===== config.mk =====
export PLATFORM = sky130hd
export DESIGN_NAME = pulse_stretcher
export DESIGN_NICKNAME = d
export VERILOG_FILES = /design/src/rtl/pulse_pkg.sv /design/src/rtl/pulse_stretcher_phase_counter.sv /design/src/rtl/pulse_stretcher.sv
export SDC_FILE = /design/constraint.sdc
export NUM_CORES = 1
export LEC_CHECK = 0
export BUFFER_PORTS_ARGS = -buffer_cell sky130_fd_sc_hd__buf_2
export CAP_MARGIN = 20
export CORE_MARGIN = 2
export CORE_UTILIZATION = 59
export CTS_CLUSTER_SIZE = 40
export DETAILED_ROUTE_END_ITERATION = 10
export PLACE_DENSITY_LB_ADDON = 0.12
export SLEW_MARGIN = 20
export SYNTH_ARGS = -nofsm -noshare
export SYNTH_HDL_FRONTEND = slang
export SYNTH_SLANG_ARGS = --single-unit

===== constraint.sdc =====
create_clock -name clk_in -period 7.3 [get_ports clk_in]
set_input_delay 1.825 -clock clk_in [delete_from_list [all_inputs] [get_ports clk_in]]
set_output_delay 1.825 -clock clk_in [all_outputs]
set_load 0.01 [all_outputs]

===== src/rtl/pulse_pkg.sv =====
// Shared types for the pulse stretcher: FSM state encoding and phase counter width.
package pulse_pkg;

    typedef enum logic [1:0] {
        IDLE = 2'd0,
        HIGH = 2'd1,
        GAP  = 2'd2
    } pulse_stretcher_state_t;

    // Wide enough for a load value of 254 (255-cycle phase).
    localparam int PHASE_W = 8;

endpackage


===== src/rtl/pulse_stretcher_phase_counter.sv =====
// Down-counter timing the HIGH and GAP phases; reloads on load_en, holds at zero.
module phase_counter
    import pulse_pkg::*;
#(
    parameter int W = PHASE_W
) (
    input  logic         clk_in,
    input  logic         rst_n_in,
    input  logic         load_en,
    input  logic [W-1:0] load_val,
    output logic         zero
);

    logic [W-1:0] cnt_q;

    always_ff @(posedge clk_in) begin
        if (!rst_n_in) begin
            cnt_q <= '0;
        end else if (load_en) begin
            cnt_q <= load_val;
        end else if (cnt_q != '0) begin
            cnt_q <= cnt_q - 1'b1;
        end
    end

    assign zero = (cnt_q == '0);

endmodule


===== src/rtl/pulse_stretcher.sv =====
// Stretches each accepted pulse into a HIGH_CYCLES-wide level followed by a GAP_CYCLES
// low gap, queueing up to QUEUE_DEPTH further requests.
module pulse_stretcher
    import pulse_pkg::*;
#(
    parameter int HIGH_CYCLES = 4,
    parameter int GAP_CYCLES  = 2,
    parameter int QUEUE_DEPTH = 7
) (
    input  logic                               clk_in,
    input  logic                               rst_n_in,
    input  logic                               pulse_in,
    input  logic                               clear_in,
    output logic                               level_out,
    output logic                               busy_out,
    output logic [$clog2(QUEUE_DEPTH+1)-1:0]   pending_out,
    output logic                               overflow_out
);

    localparam int PW = $clog2(QUEUE_DEPTH + 1);
    localparam logic [PHASE_W-1:0] HIGH_LOAD = PHASE_W'(HIGH_CYCLES - 1);
    localparam logic [PHASE_W-1:0] GAP_LOAD  = PHASE_W'(GAP_CYCLES - 1);
    localparam logic [PW-1:0]      DEPTH     = PW'(QUEUE_DEPTH);

    pulse_stretcher_state_t state_q, state_d;
    logic [PW-1:0]          pending_q, pending_d;
    logic                   overflow_q, overflow_d;
    logic                   level_q, busy_q;
    logic                   load_en;
    logic [PHASE_W-1:0]     load_val;
    logic                   zero;
    logic                   accept, inc, dec;

    phase_counter #(.W(PHASE_W)) u_phase (
        .clk_in   (clk_in),
        .rst_n_in (rst_n_in),
        .load_en  (load_en),
        .load_val (load_val),
        .zero     (zero)
    );

    always_comb begin
        state_d    = state_q;
        pending_d  = pending_q;
        overflow_d = overflow_q;
        load_en    = 1'b0;
        load_val   = '0;
        inc        = 1'b0;
        dec        = 1'b0;
        // A clear in the same cycle discards the request, except as an IDLE start.
        accept     = pulse_in && !clear_in;

        case (state_q)
            IDLE: begin
                if (pulse_in) begin
                    state_d  = HIGH;
                    load_en  = 1'b1;
                    load_val = HIGH_LOAD;
                end
            end
            HIGH: begin
                inc = accept;
                if (zero) begin
                    state_d  = GAP;
                    load_en  = 1'b1;
                    load_val = GAP_LOAD;
                end
            end
            GAP: begin
                inc = accept;
                if (zero) begin
                    if (pending_q != '0) begin
                        state_d  = HIGH;
                        load_en  = 1'b1;
                        load_val = HIGH_LOAD;
                        dec      = 1'b1;
                    end else if (accept) begin
                        // Empty queue: the request starts the next phase directly.
                        state_d  = HIGH;
                        load_en  = 1'b1;
                        load_val = HIGH_LOAD;
                        inc      = 1'b0;
                    end else begin
                        state_d = IDLE;
                    end
                end
            end
            default: state_d = IDLE;
        endcase

        // Simultaneous enqueue and dequeue cancel, so a full queue still accepts.
        if (inc && !dec) begin
            if (pending_q < DEPTH) begin
                pending_d = pending_q + PW'(1);
            end else begin
                overflow_d = 1'b1;
            end
        end else if (dec && !inc) begin
            pending_d = pending_q - PW'(1);
        end

        if (clear_in) begin
            pending_d  = '0;
            overflow_d = 1'b0;
        end
    end

    always_ff @(posedge clk_in) begin
        if (!rst_n_in) begin
            state_q    <= IDLE;
            pending_q  <= '0;
            overflow_q <= 1'b0;
            level_q    <= 1'b0;
            busy_q     <= 1'b0;
        end else begin
            state_q    <= state_d;
            pending_q  <= pending_d;
            overflow_q <= overflow_d;
            level_q    <= (state_d == HIGH);
            busy_q     <= (state_d != IDLE);
        end
    end

    assign level_out    = level_q;
    assign busy_out     = busy_q;
    assign pending_out  = pending_q;
    assign overflow_out = overflow_q;

endmodule


## Word-level counts from Yosys, hierarchy flattened

Index checks and enable logic that the tools add are counted.

- Word-level logic and storage cells: 61
- Input port bits: 4
- Register bits after elaboration: 16

- Magnitude comparators: 1
- Eq/ne operators: 4
- $add $sub $neg: 3
- Reductions and logical operators: 16
- Multiplexer cells: 29
- Bitwise logic cells: 2

Operators by type and width:

| operator | number |
|---|---|
| $mux 8 | 2 |
| $mux 2 | 7 |
| $mux 1 | 13 |
| $pmux 2 s3 | 2 |
| $mux 3 | 3 |
| $logic_not 8->1 | 1 |
| $reduce_bool 8->1 | 1 |
| $sub 8x1->8 const B | 1 |
| $reduce_bool 2->1 | 3 |
| $eq 2x1->1 const B | 2 |
| $reduce_and 2->1 | 2 |
| $add 3x1->3 const B | 1 |
| $logic_and 1x1->1 | 3 |
| $logic_not 1->1 | 3 |
| $lt 3x3->1 const B | 1 |
| $pmux 1 s3 | 1 |
| $reduce_bool 3->1 | 1 |
| $sub 3x1->3 const B | 1 |
| $eq 2x2->1 const B | 1 |
| $logic_not 2->1 | 1 |
| $ne 2x1->1 const B | 1 |
| $not 1->1 | 2 |
| $pmux 1 s2 | 1 |
| $reduce_or 2->1 | 1 |

## Logic depth before layout (Yosys ltp)

Gate-level depths: netlist (run 1).

- Word-level depth: 9
- Mapped depth: 10
- Gate-level depth less buffers: 10

## By module

From an unflattened synthesis (run 1), not the netlist that was laid out.

- Cell total of the unflattened synthesis: 113
- Area total of the unflattened synthesis: 993.5 um^2

Modules (own cells, without submodules):

| module | instances | area each (um^2) | cells an instance |
|---|---|---|---|
| pulse_stretcher | 1 | 535.5 | 62 |
| phase_counter | 1 | 457.9 | 51 |

## Least setup slack after synthesis (run 1)

OpenSTA, ideal clock, no wires.

- Path type: input to register
- Start point: in pulse_in
- End point: reg pending_q[2] (netlist: pending_out[2])
- Required time: 7169 ps
- Stages on the path: 8
- Arrival time: 3449 ps
- Setup slack: 3720 ps
- Path buffers: 0
- Library setup time: 131 ps
- Cells stage by stage: inv_1 -> nor3b_1 -> a21boi_2 -> inv_1 -> fa_1 -> nor4_1 -> a31o_1 -> a211oi_2

- Cells in the longest elaborated chain, start to end: 8

Ends and longest elaborated chain:

| item | RTL line | source |
|---|---|---|
| start, declared | pulse_stretcher.sv:12 | `input logic pulse_in,` |
| $logic_and 1x1->1 * | pulse_stretcher.sv:51 | `accept = pulse_in && !clear_in;` |
| $mux 1 | pulse_stretcher.sv:72 | `if (pending_q != '0) begin` |
| $mux 1 | pulse_stretcher.sv:71 | `if (zero) begin` |
| $pmux 1 s2 * | pulse_stretcher.sv:53 | `case (state_q)` |
| $logic_not 1->1 | pulse_stretcher.sv:98 | `end else if (dec && !inc) begin` |
| $logic_and 1x1->1 | pulse_stretcher.sv:98 |  |
| $reduce_bool 2->1 (no line) | - |  |
| $reduce_and 2->1 (no line) | - |  |
| end signal, assigned | pulse_stretcher.sv:117 | `pending_q <= pending_d;` |
| end, declared | pulse_stretcher.sv:26 | `logic [PW-1:0] pending_q, pending_d;` |

Mark *: on every way between the ends. The rest lies on a longest branch, timed or not.
A chain may end at the register's enable or synchronous reset.

## Final worst setup path (run 1)

Same ends and word-level chain as after synthesis.

==> results of run 1 <==
## worst max path at each step
| stage | startpoint | endpoint | slack, ps | depth (start not counted) |
|---|---|---|---|---|
| after floorplan | pulse_in | pending_out[2] | 3720 | 8 |
| after global placement | pulse_in | pending_out[2] | 3520 | 9 |
| after detailed placement | pulse_in | pending_out[2] | 3420 | 9 |
| after CTS | pulse_in | pending_out[2] | 3740 | 9 |
| after global routing | pulse_in | pending_out[2] | 3590 | 9 |
| final | pulse_in | pending_out[2] | 3690 | 9 |
## cell type report
cell class                 count  area, um2  area share
clock buffer                   4       36.3      0.0373
inverter                       7       26.3      0.0270
multi-input combinational     73        526       0.541
sequential                    16        320       0.329
tap                           15       18.8      0.0193
timing repair buffer           9       45.0      0.0463
## power by group
part / total [mW] / leakage [nW] / switching [mW] / internal [mW]
clock: 0.0577 / 0.0210 / 0.0273 / 0.0304
sequential: 0.133 / 0.131 / 0.0223 / 0.111
combinational: 0.185 / 0.251 / 0.104 / 0.0809
total: 0.376 / 0.403 / 0.153 / 0.222
## state kept, by name, indices dropped and copies added (netlist names)
| name | cells |
|---|---|
| busy_out | 1 |
| u_phase.cnt_q | 8 |
| state_q | 2 |
| overflow_out | 1 |
| pending_out | 3 |
| level_out | 1 |
## cells by family after synthesis
group	after synthesis	share of synthesized area
simple gates	35	0.221
compound gates	27	0.237
flops	16	0.367
buf+inv	7	0.0301
fa+ha+maj	6	0.0947
xor+xnor	5	0.0502
## per-stage QoR
stage	util	hold slack (ps)	area, um2	total power, mW	std cells
detailed placement	0.702	457	936	0.319	120
floorplan	-	479	872	0.281	96
global placement	0.702	460	936	0.311	120
global route	0.729	524	972	0.409	124
CTS	0.729	481	972	0.376	124
finish	0.729	482	972	0.376	124
## cell usage in the layout, fill, tap and decap left out, drive strengths merged, types with 2 or more instances in the layout
master   n
a211oi   5
a21oi    5
a31oi    3
buf      9
clkbuf   4
dfxtp   16
ha       5
inv      7
nand2    5
nand2b   4
nand3    2
nor2    10
nor2b    2
nor3     3
nor3b    2
nor4     3
o21ai    3
xnor2    3
xor2     2
## layer usage
metal	up-vias	global-route usage	wire, um
met2	21	0.311	751
met5	-	0	0
met1	326	0.255	748
met3	5	0.0776	74
li1	375	-	-
met4	0	0.0938	28
## worst reg2reg max path, delay by kind of cell, from the launching register on
family | cells | cell delay, ps
DFF | 1 | 400
buffers and inverters | 2 | 220
AOI/OAI and AO/OA | 3 | 590
adders and majority gates | 2 | 700
and+or+nand+nor | 2 | 680
==> results.md, run 1 <==
* Hold Buf Count CTS at 0
* Vias in the first global route at 642
* Area Growth Syn to Fin at 11.5%
* Port Buffers at 9
* Synth area leaders: dfxtp_1 (37%), ha_1 (7.2%), nor2_1 (4.3%)
* Status: finished clean
* Sink Count at 16
* Share of layout cells above drive strength 1 at 0.183
* Sequential fraction of the synthesis area at 0.367
* Reg2reg start: state_q[1]
* DRT antenna net count at 0
* Clock root buffer: clkbuf_4
* Top cell type's share of synthesized area at 0.367
* Via count at 727
* Worst VDD drop at 0.279 mV
* Drt pass-1 iters at 4
* GRT Resource Usage Total at 0.204
* Largest net degree at the start of global routing at 10
* # fillers at 104
* Max Cap Viol at 0
* First-pass GRT wire length at 2.74 mm
* WP data required at 7480 ps
* Final period utilization at 0.494
* Top Ports at 10
* CTS max path bufs at 2
* # Post-CTS Setup Buffers at 0
* Core area at 1330 um2
* R2r setup slk at 4600 ps
* Initial antenna violation count at 0
* Reg2reg end: pending_out[2]
* Setup TNS at 0 ps
* Critical path, cell by cell: buf_2, inv_1, nor3b_1, a21boi_2, inv_1, fa_1, nor4_1, a31o_1, a211oi_2
* Final setup viols at 0
* DRT iter0 DRCs at 23
* DRC Markers at 0
* CP Class: in -> reg
* Post-layout nets at 120
* Mapped Area at 872 um2
* Hold path depth at 2
* Buf/Inv on CP at 3
* Worst r2r path cells at 9
* Asr flop ratio synth at 0
* HP Class: reg -> reg
* Final Hold Vio Count at 0
* Fmax at 0.277 GHz
* Setup slack after layout at 3690 ps
* Hold path start: overflow_out
* Post-Route WL at 1.60 mm
* Slew at the pin closest to its max-slew limit at 501 ps
* Worst hold endpoint: overflow_out
* Primary FF master, synth: dfxtp_1
* EDFF count, synth at 0
* Yosys cell types at 37
* Worst-Skew Late Latency at 290 ps
* Dpl hpwl at 1.24 mm
* Synth area leader: dfxtp_1
* H-tree depth at 1
* Delay of the slowest cell on the worst path at 420 ps
* Fin crit period at 3610 ps
* Chip height at 42.4 um
* Crit path launch type: input pin
* CP delay by family, top: simple AND/OR/NAND/NOR gates
* Pins Over Slew Limit at 0
* Crit Path Max Fanout at 7
* Reg clk slew, reported paths at 90 ps
* CP Capture Type: register
* Via density at 5.86
* Critical path arrival at 3780 ps
* CTS tree: done
* CTS buffer count at 3
* Row Count at 13
* Die W at 42.4 um
* Synth top cells by count: dfxtp_1 (16), nor2_1 (10), inv_1 (7)
* Syn nets at 106
* Count leader, synth: dfxtp_1
* Count of state elements after synthesis at 16
* LEAKAGE at 0.403 nW
* RSZ-0062 raised after global routing: no
* Slowest cell on the critical path: fa_1
* WL per Instance at 12.9 um
* GRT overflow at 0
* Most used cell, CP: inv_1
* Initial Util at 0.654
* Die area at 1800 um2
* Post-synthesis average cell area at 9.08 um2
* Pre-CTS setup slack at 3420 ps
* Cells after synthesis at 96
* Ant diodes at 0
* Slew Limit Headroom at 0.663
* PD cells at 387 nW/um2
* Worst Skew at 1.40 ps
* Post-CTS resize count at 0
* RD Place Congestion at 0.815
* Synth warn at 0
No activity file was read; power rests on OpenSTA's default activity.
==> run 2: changes to the inputs <==
- CORE_UTILIZATION: 59 -> 50
- clock period: 7.3 -> 3.3 ns (I/O delays scaled with it)
==> run 2 against run 1 <==
  * Final area up 0.26%
  * Sequential share of layout area down 0.085 points
  * Critical path type is now reg -> reg
  * Largest cell class unchanged
  * Clock skew up 1.6 ps
  * Largest power group unchanged
  * Via count up 0.55%
  * Highest routed layer unchanged
==> results.md, run 2 (synthesis gave the netlist of run 1 again) <==
* R2r setup slk at 620 ps (was 4600 ps)
* CTS max path bufs at 2 (unchanged)
* Via density at 5.80 (was 5.86)
* Final period utilization at 0.813
* Final setup viols at 0 (unchanged)
* Chip height at 45.8 um (was 42.4 um)
* Vias in the first global route at 653 (was 642)
* Via count at 731 (was 727)
* Initial antenna violation count at 0 (unchanged)
* CTS tree: done (unchanged)
* Worst-Skew Late Latency at 280 ps (was 290 ps)
* RD Place Congestion at 0.877 (was 0.815)
* Crit Path Max Fanout at 7 (unchanged)
* Reg2reg start: state_q[0] (was state_q[1])
* Overall power at 0.821 mW (was 0.376 mW)
* Worst VDD drop at 0.371 mV (was 0.279 mV)
* Slew at the pin closest to its max-slew limit at 488 ps (was 501 ps)
* Initial Util at 0.516 (was 0.654)
* Fin crit period at 2680 ps
* Crit. Startpoint: state_q[0] (was pulse_in)
* GRT Resource Usage Total at 0.176 (was 0.204)
* DRC Markers at 0 (unchanged)
* Status: finished clean (unchanged)
* Worst hold endpoint: overflow_out (unchanged)
* Post-layout nets at 120 (unchanged)
* Die W at 45.8 um (was 42.4 um)
* Clock root buffer: clkbuf_4 (unchanged)
* Core area at 1690 um2 (was 1330 um2)
* CP Class: reg -> reg (was in -> reg)
* WL per Instance at 12.1 um (was 12.9 um)
* Drt pass-1 iters at 2 (was 4)
* Top Ports at 10 (unchanged)
* Setup TNS at 0 ps (unchanged)
* Post-Route WL at 1.53 mm (was 1.60 mm)
* H-tree depth at 1 (unchanged)
* Crit path launch type: register (was input pin)
* Most common cell after layout, fill and taps aside: dfxtp_1 (unchanged)
* Ant diodes at 0 (unchanged)
* Share of layout cells above drive strength 1 at 0.183 (unchanged)
* DRT antenna net count at 0 (unchanged)
* DRT iter0 DRCs at 2 (was 23)
* Reg clk slew, reported paths at 90 ps (about the same)
* Sink Count at 16 (unchanged)
* Placement-stage cell area at 938 um2 (was 936 um2)
* Hold path start: overflow_out (unchanged)
* Die area at 2090 um2 (was 1800 um2)
* RSZ-0062 raised after global routing: no (unchanged)
* Post-CTS resize count at 0 (unchanged)
* Worst Skew at 3.01 ps (was 1.40 ps)
* GRT overflow at 0 (unchanged)
* Largest net degree at the start of global routing at 10 (unchanged)
* CP Capture Type: register (unchanged)
* CTS buffer count at 3 (unchanged)
* Dpl hpwl at 1.22 mm (was 1.24 mm)
* Fmax at 0.373 GHz
* Slew Limit Headroom at 0.672 (was 0.663)
* Reg with most FFs: u_phase.cnt_q (unchanged)
* # Post-CTS Setup Buffers at 0 (unchanged)
* Largest register FFs at 8 (unchanged)
* Hold Buf Count CTS at 0 (unchanged)
* Reg2reg end: pending_out[2] (unchanged)
* First-pass GRT wire length at 2.67 mm (was 2.74 mm)
* Final instance area at 975 um2 (was 972 um2)
* Max Cap Viol at 0 (unchanged)
* Worst r2r path cells at 9 (unchanged)
* LEAKAGE at 0.403 nW (unchanged)
* Final Hold Vio Count at 0 (unchanged)
* Row Count at 15 (was 13)
* Hold path depth at 2 (unchanged)
* Port Buffers at 9 (unchanged)
* Critical path arrival at 2850 ps (was 3780 ps)
* Most frequent cells in the layout: dfxtp_1 (16), nor2_1 (10), buf_2 (9), inv_1 (7) (unchanged)
* HP Class: reg -> reg (unchanged)
* WP data required at 3460 ps (was 7480 ps)
* Pins Over Slew Limit at 0 (unchanged)
* Area Growth Syn to Fin at 11.8% (was 11.5%)
* PD cells at 843 nW/um2 (was 387 nW/um2)
-- run 2: cell counts in the layout (fill, tap and decap cells not counted) --
No cell type changed its count.
-- run 2: per-stage QoR --
| stage | std cells | util | worst slack [ps] | hold WS [ps] |
|---|---|---|---|---|
| 6_report | 126 | 0.577 | 619 | 486 |
| 5_1_grt | 126 | 0.577 | 432 | 514 |
| 4_1_cts | 126 | 0.577 | 625 | 493 |
| 3_5_place_dp | 122 | 0.556 | 406 | 471 |
| 3_3_place_gp | 122 | 0.556 | 504 | 478 |
| 2_1_floorplan | 96 | - | 720 | 479 |
-- run 2: worst max-delay path, stage by stage, from the launching register on --
cell and delay (ps):
dfxtp_1 420, inv_1 90, ha_1 280, nor3b_1 300
a21boi_2 350, inv_1 90, fa_1 420, nor4_1 390
a31o_1 170, a211oi_2 60
-- run 2: routing by layer --
layer / wire (um) / vias to the layer above / track usage
li1: - / 377 / -
met1: 796 / 339 / 0.244
met2: 673 / 11 / 0.268
met3: 41 / 4 / 0.0357
met4: 18 / 0 / 0.0686
met5: 0 / - / 0
-- run 2: cell type report --
cell class	instances	area, um2
tap	17	21.3
clock buffer	4	36.3
inverter	7	26.3
multi-input combinational	73	526
timing repair buffer	9	45.0
sequential	16	320
fill	161	714
-- run 2: report_power, final --
part / switching, mW / leakage [nW] / internal [mW] / total [mW]
sequential: 0.0468 / 0.131 / 0.246 / 0.293
clock: 0.0587 / 0.0210 / 0.0671 / 0.126
combinational: 0.223 / 0.251 / 0.180 / 0.403
total: 0.328 / 0.403 / 0.493 / 0.821
-- run 2: how the worst max path moves through the flow --
stage	end	slack, ps
6_report	pending_out[2]	620
5_1_grt	pending_out[2]	430
4_1_cts	pending_out[2]	620
3_5_place_dp	pending_out[2]	410
3_3_place_gp	pending_out[2]	500
2_1_floorplan	pending_out[2]	720
==> run 3: changes to the inputs <==
- ABC_AREA: unset -> 1
- CORE_UTILIZATION: 50 -> 51
- clock period: 3.3 -> 2.2 ns (I/O delays scaled with it)
==> run 3 against run 2 <==
  * Wire length rose by 5.7%
  * Register-to-register slack got worse by 420 ps
  * Sequential power rose by 48%
==> results.md, run 3 <==
* Delay of the slowest cell on the worst path at 410 ps (was 420 ps)
* DRC Markers at 0 (unchanged)
* Count leader, synth: nand2_1 (was dfxtp_1)
* Drt pass-1 iters at 4 (was 2)
* Yosys cell types at 25 (was 37)
* Setup slack after layout at 197 ps (was 619 ps)
* Row Count at 15 (unchanged)
* Post-Route WL at 1.62 mm (was 1.53 mm)
* Final Hold Vio Count at 0 (unchanged)
* Top Ports at 10 (unchanged)
* Primary FF master, synth: dfxtp_1 (unchanged)
* Synth warn at 0 (unchanged)
* Slew Limit Headroom at 0.760 (was 0.672)
* DRT iter0 DRCs at 10 (was 2)
* H-tree depth at 1 (unchanged)
* Pre-CTS setup slack at 48.2 ps (was 406 ps)
* Hold Buf Count CTS at 0 (unchanged)
* Mapped Area at 956 um2 (was 872 um2)
* GRT Resource Usage Total at 0.179 (was 0.176)
* Post-CTS resize count at 0 (unchanged)
* # Post-CTS Setup Buffers at 0 (unchanged)
* Synth area leaders: dfxtp_1 (34%), nand2_1 (8.2%), inv_1 (7.5%) (was dfxtp_1 (37%), ha_1 (7.2%), nor2_1 (4.3%))
* Initial Util at 0.548 (was 0.516)
* Die area at 2240 um2 (was 2090 um2)
* Ant diodes at 0 (unchanged)
* Critical path, cell by cell: inv_1, ha_1, inv_1, a21oi_2, inv_1, nand3_2, nand2_1, fa_1, inv_1, nand2_1, a21oi_1, nor2_1 (was inv_1, ha_1, nor3b_1, a21boi_2, inv_1, fa_1, nor4_1, a31o_1, a211oi_2)
* Final period utilization at 0.910 (was 0.813)
* Count of state elements after synthesis at 16 (unchanged)
* Synth top cells by count: nand2_1 (21), inv_1 (19), nor2_1 (18), dfxtp_1 (16), nand3_1 (7) (was dfxtp_1 (16), nor2_1 (10), inv_1 (7))
* Pins Over Slew Limit at 0 (unchanged)
* Worst Skew at 6.96 ps (was 3.01 ps)
* Worst-Skew Late Latency at 290 ps (was 280 ps)
* Crit path launch type: register (unchanged)
* WP data required at 2390 ps (was 3460 ps)
* Largest register FFs at 8 (unchanged)
* Core area at 1750 um2 (was 1690 um2)
* Largest net degree at the start of global routing at 10 (unchanged)
* WL per Instance at 9.98 um (was 12.1 um)
* First-pass GRT wire length at 2.73 mm (was 2.67 mm)
* Asr flop ratio synth at 0 (unchanged)
* Via density at 4.96 (was 5.80)
* Most frequent cells in the layout: nand2_1 (21), inv_1 (19), nor2_1 (18), dfxtp_1 (16), buf_2 (9) (was dfxtp_1 (16), nor2_1 (10), buf_2 (9), inv_1 (7))
* Chip height at 47.3 um (was 45.8 um)
* RD Place Congestion at 0.781 (was 0.877)
* Sequential fraction of the synthesis area at 0.335 (was 0.367)
* Most used cell, CP: inv_1 (unchanged)
* Sink Count at 16 (unchanged)
* HP Class: reg -> reg (unchanged)
* Reg clk slew, reported paths at 100 ps (was 90 ps)
* Crit. Startpoint: state_q[0] (unchanged)
* CP Class: reg -> reg (unchanged)
* Post-synthesis average cell area at 7.71 um2 (was 9.08 um2)
* DRT antenna net count at 0 (unchanged)
* CTS buffer count at 3 (unchanged)
* Slew at the pin closest to its max-slew limit at 359 ps (was 488 ps)
* LEAKAGE at 0.514 nW (was 0.403 nW)
* Post-layout nets at 148 (was 120)
* GRT overflow at 0 (unchanged)
* PD cells at 1310 nW/um2 (was 843 nW/um2)
* Vias in the first global route at 671 (was 653)
* Via count at 803 (was 731)
* Fmax at 0.499 GHz (was 0.373 GHz)
* Reg2reg start: state_q[0] (unchanged)
* Setup TNS at 0 ps (unchanged)
* Reg with most FFs: u_phase.cnt_q (unchanged)
* Synth area leader: dfxtp_1 (unchanged)
* Slowest cell on the critical path: fa_1 (was dfxtp_1)
* Status: finished clean (unchanged)
* Crit Path Max Fanout at 4 (was 7)
* Hold path start: overflow_out (unchanged)
* Dpl hpwl at 1.26 mm (was 1.22 mm)
* Top cell type's share of synthesized area at 0.335 (was 0.367)
* Max Cap Viol at 0 (unchanged)
* Worst VDD drop at 0.771 mV (was 0.371 mV)
* Worst r2r path cells at 12 (was 9)
* Share of layout cells above drive strength 1 at 0.241 (was 0.183)
* Die W at 47.3 um (was 45.8 um)
* Final setup viols at 0 (unchanged)
* Syn nets at 134 (was 106)
* Port Buffers at 9 (unchanged)
* Critical path arrival at 2190 ps (was 2850 ps)
* Clock root buffer: clkbuf_4 (unchanged)
* Most common cell after layout, fill and taps aside: nand2_1 (was dfxtp_1)
* CTS max path bufs at 2 (unchanged)
* Area Growth Syn to Fin at 12.2% (was 11.8%)
* Cells after synthesis at 124 (was 96)
* Fin crit period at 2000 ps (was 2680 ps)
* Hold path depth at 1 (was 2)
* RSZ-0062 raised after global routing: no (unchanged)
* EDFF count, synth at 0 (unchanged)
* CP Capture Type: register (unchanged)
* Initial antenna violation count at 0 (unchanged)
* CTS tree: done (unchanged)
## run 3: cell types whose count changed in the layout (fill, tap and decap cells not counted), sizes merged, moves of 3 or more
cell / delta
inv: +13
a21oi: +3
nand3: +8
nand2: +21
a211oi: -5
nor4: -3
a31oi: -3
nand2b: -4
nor2: +12
## run 3: cell type report
cell class,count,area (um2)
Fill cell,171,673
Inverter,20,75.1
Timing Repair Buffer,9,45.0
Multi-Input combinational cell,88,564
Tap cell,25,31.3
Clock buffer,4,36.3
Sequential cell,16,320
## run 3: per-layer routing
layer  global-route usage  vias up  part of all wire
met5                    0        -                 0
met4                0.100        0             0.030
met3               0.0346        7             0.035
met2                0.276       16              0.45
met1                0.232      367              0.48
li1                     -      413                 -
## run 3: worst paths after layout
check	end	slack, ps
max	pending_out[2]	200
min reg2reg	overflow_out	470
max reg2reg	pending_out[2]	200
min	overflow_out	470
## run 3: kinds of logic (layout without fill, tap and decap cells)
group,count (synthesis),after routing,synth area share
xor gates and xnor gates,6,6,0.0550
AOI/OAI and AO/OA,16,16,0.135
DFF,16,16,0.335
adders and majority gates,6,6,0.0864
and+or+nand+nor,60,60,0.310
buffers and inverters,20,33,0.0785
## run 3: power breakdown
part	switching, mW	leakage [nW]	internal [mW]
Combinational	0.484	0.362	0.296
Clock	0.0962	0.0210	0.101
Sequential	0.0640	0.131	0.368
## run 3: critical path: cells and delay by family (launching register included)
| kind | cells | cell delay [ps] |
|---|---|---|
| buf+inv | 4 | 330 |
| flops | 1 | 350 |
| compound gates | 2 | 320 |
| fa+ha+maj | 2 | 630 |
| simple gates | 4 | 290 |
## run 3: stage by stage
stage                     instances  area, um2  power [mW]  utilization  hold slack [ps]
after global placement          158       1030        1.20        0.591              447
after floorplan                 124        956        1.08            -              491
after global routing            162       1070        1.54        0.614              513
after detailed placement        158       1030        1.22        0.591              455
after CTS                       162       1070        1.42        0.612              479
final                           162       1070        1.41        0.614              470
